`config.mk`:
```
export PLATFORM = sky130hd
export DESIGN_NAME = mul8_seq_ctrl
export DESIGN_NICKNAME = d
export VERILOG_FILES = /design/src/rtl/mul8_seq_ctrl.sv
export SDC_FILE = /design/constraint.sdc
export NUM_CORES = 1
export LEC_CHECK = 0
export CORE_MARGIN = 2
export CORE_UTILIZATION = 47
export CTS_BUF_LIST = sky130_fd_sc_hd__clkbuf_2
export CTS_CLUSTER_DIAMETER = 80
export DETAILED_ROUTE_END_ITERATION = 10
export PLACE_DENSITY = 0.69
export SLEW_MARGIN = 20
export SYNTH_ARGS = -nofsm -noshare
export SYNTH_HDL_FRONTEND = slang
export SYNTH_HIERARCHICAL = 1
export SYNTH_SLANG_ARGS = --single-unit
```
`constraint.sdc`:
```
create_clock -name clk -period 5.95 [get_ports clk]
set_input_delay 0.8925 -clock clk [delete_from_list [all_inputs] [get_ports clk]]
set_output_delay 0.8925 -clock clk [all_outputs]
set_load 0.05 [all_outputs]
```
`src/rtl/mul8_seq_ctrl.sv`:
```
// Sequential 8x8 unsigned multiplier controller built around one shared 4x4 multiplier.
// Optional MUL8_ZERO_SKIP_EN: zero operands bypass the nibble sequence and finish at once.

module multiplier (
    input  logic [3:0] A,
    input  logic [3:0] B,
    output logic [7:0] Product
);

    assign Product = A * B;

endmodule

module mul8_seq_ctrl #(
    parameter int unsigned DONE_HOLD = 0
) (
    input  logic        clk,
    input  logic        rst_n,
    input  logic        start,
    input  logic [7:0]  a,
    input  logic [7:0]  b,
    output logic        busy,
    output logic        done,
    output logic [15:0] product
);

    typedef enum logic [2:0] {
        StIdle,
        StMul0,
        StMul1,
        StMul2,
        StMul3,
        StDone
    } state_e;

    state_e      state;
    logic [7:0]  opa;
    logic [7:0]  opb;
    logic [15:0] acc;
    logic [3:0]  mul_a;
    logic [3:0]  mul_b;
    logic [7:0]  p8;
    logic        accept;
    logic        zero_op;

`ifdef MUL8_ZERO_SKIP_EN
    assign zero_op = (a == 8'h00) || (b == 8'h00);
`else
    assign zero_op = 1'b0;
`endif

    // start is only honoured when no multiplication is in flight
    assign accept = start && ((state == StIdle) || (state == StDone));

    always_comb begin
        mul_a = opa[3:0];
        mul_b = opb[3:0];
        case (state)
            StMul1: mul_b = opb[7:4];
            StMul2: mul_a = opa[7:4];
            StMul3: begin
                mul_a = opa[7:4];
                mul_b = opb[7:4];
            end
            default: ;
        endcase
    end

    multiplier u_multiplier (
        .A       (mul_a),
        .B       (mul_b),
        .Product (p8)
    );

    always_ff @(posedge clk) begin
        if (!rst_n) begin
            state   <= StIdle;
            opa     <= 8'h00;
            opb     <= 8'h00;
            acc     <= 16'h0000;
            product <= 16'h0000;
            busy    <= 1'b0;
            done    <= 1'b0;
        end else if (accept) begin
            opa <= a;
            opb <= b;
            acc <= 16'h0000;
            if (zero_op) begin
                state   <= StDone;
                product <= 16'h0000;
                busy    <= 1'b0;
                done    <= 1'b1;
            end else begin
                state <= StMul0;
                busy  <= 1'b1;
                done  <= 1'b0;
            end
        end else begin
            case (state)
                StIdle: ;
                StMul0: begin
                    acc   <= acc + {8'h00, p8};
                    state <= StMul1;
                end
                StMul1: begin
                    acc   <= acc + {4'h0, p8, 4'h0};
                    state <= StMul2;
                end
                StMul2: begin
                    acc   <= acc + {4'h0, p8, 4'h0};
                    state <= StMul3;
                end
                StMul3: begin
                    // final partial goes straight to product so acc never shows through
                    product <= acc + {p8, 8'h00};
                    state   <= StDone;
                    busy    <= 1'b0;
                    done    <= 1'b1;
                end
                StDone: begin
                    if (DONE_HOLD == 0) begin
                        state <= StIdle;
                        done  <= 1'b0;
                    end
                end
                default: begin
                    state <= StIdle;
                    busy  <= 1'b0;
                    done  <= 1'b0;
                end
            endcase
        end
    end

endmodule

```
==> flow_summary.json <==
{
  "clock_skew_ps": 15.3,
  "ys_warn_count": 6,
  "via_per_inst": 5.57,
  "h-tree-depth": 2,
  "slew_violations": 0,
  "netlist-cell-type-count": 58,
  "core_sq_um": 7690,
  "drive_above_1_share_pct": 5.43,
  "p_int_w": 0.000531,
  "cts_root_buf": "clkbuf_2",
  "die_h_um": 92.7,
  "finalCritPeriodShare_pct": 91.5,
  "crit_path_cell_trace": "inv_1 -> nand2_1 -> a21oi_1 -> mux2_2 -> nand2_1 -> fa_1 -> inv_1 -> fa_1 -> fa_1 -> a21o_2 -> a21oi_1 -> xnor2_1 -> ha_1 -> a21o_1 -> a21oi_1 -> o22ai_1 -> o311ai_2 -> xor2_1 -> nor2_1",
  "synth_top_flop_cell": "dfxtp_1",
  "crit_type": "flip-flop to flip-flop",
  "detail_route.first_pass.iterations": 5,
  "antennaDiodeCount": 0,
  "hold_buffers": 0,
  "route.detailed.drc": 0,
  "cp_num_buf_inv": 2,
  "r2r_cells": 19,
  "io_buffers": 36,
  "io_pins": 37,
  "cts_resized": 0,
  "p_seq_share_pct": 50.4,
  "grt_first_pass_wirelength_um": 13600,
  "postSynthCellCount": 428,
  "finalSetupTns_ps": 0,
  "route.detailed.wl_per_inst_um": 15.0,
  "grt_pass1_vias": 2848,
  "drt_iter0_markers": 157,
  "hold_viol_final": 0,
  "p_clk_share_pct": 24.6,
  "cp.depth": 19,
  "synth_nets": 489,
  "min_path_type": "flip-flop to flip-flop",
  "worstPathRequired_ps": 6280,
  "syn_area_sq_um": 3700,
  "cp-end-kind": "flip-flop",
  "cts_buffers": 5,
  "fill_cells": 734,
  "clock-sinks": 53,
  "cp_max_fo": 14,
  "cap_viol_max_count": 0,
  "tightest_slew_ps": 896,
  "final_core_util_pct": 54.7,
  "setup_viol": 0,
  "insertion_delay_ps": 440,
  "cts_tree": "yes",
  "switching_power_w": 0.000249,
  "overflow": 0,
  "fmax_ghz": 0.184,
  "cp_slowest_stage_delay_ps": 650,
  "clock_path_buffers": 2,
  "drt_wl_total_um": 8450,
  "globalplace.congestion": 0.938,
  "ys_ff_latch": 53,
  "swShare_pct": 31.9,
  "cellLeakagePower_nw": 1.72,
  "rsz0062_at_grt": "no",
  "dpl.hpwl_um": 6420,
  "combPwrFrac_pct": 25.0,
  "final_antenna_net_count": 0,
  "start_kind": "flip-flop",
  "num_rows": 32,
  "die-area_sq_um": 8590,
  "async_reset_ff_share_pct": 0,
  "postCtsSetupRepairBufs": 0,
  "period_needed_ps": 5440,
  "die_w_um": 92.7,
  "grt.total_usage_pct": 19.6,
  "avgSynthCellArea_sq_um": 8.64,
  "synth_edf_count": 0,
  "vias": 3129,
  "synthToLayoutAreaGrowth_pct": 13.6,
  "antenna_found_initial": 0,
  "hold_depth": 2,
  "worstPathArrival_ps": 5780,
  "start_util_pct": 48.1,
  "relSlewSlack_pct": 39.7,
  "path_clk_slew_ps": 260,
  "yosysSeqAreaShare_pct": 28.7,
  "fin_nets": 520,
  "grt_max_degree": 42,
  "status": "finished clean",
  "ir_worst_vdd_mv": 0.0824,
  "p_per_area_nw_per_um2": 186,
  "crit_family": "adder cells",
  "slowest_stage": "dfxtp_1"
}
kinds of logic (layout without fill, tap and decap cells):
kind of cell	Yosys count	after routing	share of synthesized area, %
DFF	53	53	28.7
muxes	23	23	6.46
and+or+nand+nor	147	147	20.8
xor gates and xnor gates	23	23	5.45
AOI/OAI and AO/OA	111	111	19.4
buffers and inverters	29	61	3.55
adders and majority gates	42	42	15.6
per-layer routing:
metal | GRT usage, % | wire length, um | vias to the layer above
met5 | 0 | 0 | -
met4 | 4.90 | 108 | 0
met3 | 3.34 | 472 | 13
met2 | 30.0 | 3690 | 89
met1 | 28.8 | 4180 | 1435
li1 | - | - | 1592
path summary, 6_finish.rpt:
check / start / slack (ps) / end
min: product[11] / 480 / product[11]
max reg2reg: state[2] / 510 / acc[13]
min reg2reg: product[11] / 480 / product[11]
max: state[2] / 510 / acc[13]
worst min-delay path: stages, from the launching register on:
cell and delay [ps]:
dfxtp_1 370, nand2_1 50, a21boi_0 60
layout by cell type, fill, tap and decap left out, types with 6 or more instances in the layout:
cell,count
clkbuf_2,6
clkdlybuf4s50_1,36
a31oi_1,6
a21boi_0,11
mux2i_1,16
nor3_1,11
nor2_1,24
and2_1,16
xor2_1,8
mux2_2,7
a21oi_1,28
nand2_1,42
dfxtp_1,53
inv_1,13
nor2b_1,23
a211oi_1,7
ha_1,35
o21ai_0,21
xnor2_1,15
fa_1,7
synthesized netlist by cell type, drive strengths merged (5+ instances only):
| cell type | instances | area share, % |
|---|---|---|
| o21ai | 25 | 3.4 |
| nor2b | 24 | 4.3 |
| nor3 | 11 | 1.5 |
| a21o | 6 | 1.3 |
| inv | 13 | 1.3 |
| a31oi | 6 | 1.0 |
| xnor2 | 15 | 3.6 |
| ha | 35 | 12 |
| clkbuf | 6 | 0.61 |
| mux2i | 16 | 4.3 |
| fa | 7 | 3.8 |
| a211oi | 7 | 1.4 |
| nand2b | 5 | 1.0 |
| nand2 | 42 | 4.3 |
| xor2 | 8 | 1.9 |
| and2 | 16 | 2.7 |
| a21boi | 12 | 2.4 |
| o21a | 5 | 1.0 |
| mux2 | 7 | 2.1 |
| dfxtp | 53 | 29 |
| nor2 | 25 | 2.6 |
| buf | 10 | 1.6 |
| a21oi | 28 | 3.8 |
power by group through the flow:
stage | sequential (W) | combinational, W | clock, W
2_1_floorplan | 0.000395 | 0.000146 | 0
3_3_place_gp | 0.000399 | 0.000192 | 0
3_5_place_dp | 0.000400 | 0.000193 | 0
4_1_cts | 0.000393 | 0.000195 | 0.000197
5_1_grt | 0.000396 | 0.000214 | 0.000209
6_report | 0.000393 | 0.000196 | 0.000192
state kept, by name, indices dropped and copies added (netlist names):
signal and cells:
done 1, opb 8, opa 8, acc 16
state 3, busy 1, product 16
final cells by class:
type                       instances  area, sq um  share of cell area (%)
clock inverter                     2         38.8                   0.923
tap                              102          128                    3.04
inverter                          13         48.8                    1.16
sequential                        53         1060                    25.3
clock buffer                       6         30.0                   0.715
timing repair buffer              40          390                    9.29
multi-input combinational        346         2500                    59.6
through the flow:
stage / std cells / area [sq um] / total power, W / setup WS, ps / hold WS (ps)
floorplan: 428 / 3700 / 0.000541 / 1120 / 455
global placement: 554 / 4130 / 0.000591 / 511 / 449
detailed placement: 554 / 4130 / 0.000593 / 464 / 456
CTS: 562 / 4200 / 0.000785 / 381 / 483
global route: 562 / 4200 / 0.000820 / 177 / 502
finish: 562 / 4200 / 0.000781 / 507 / 478
No activity file was read; power rests on OpenSTA's default activity.
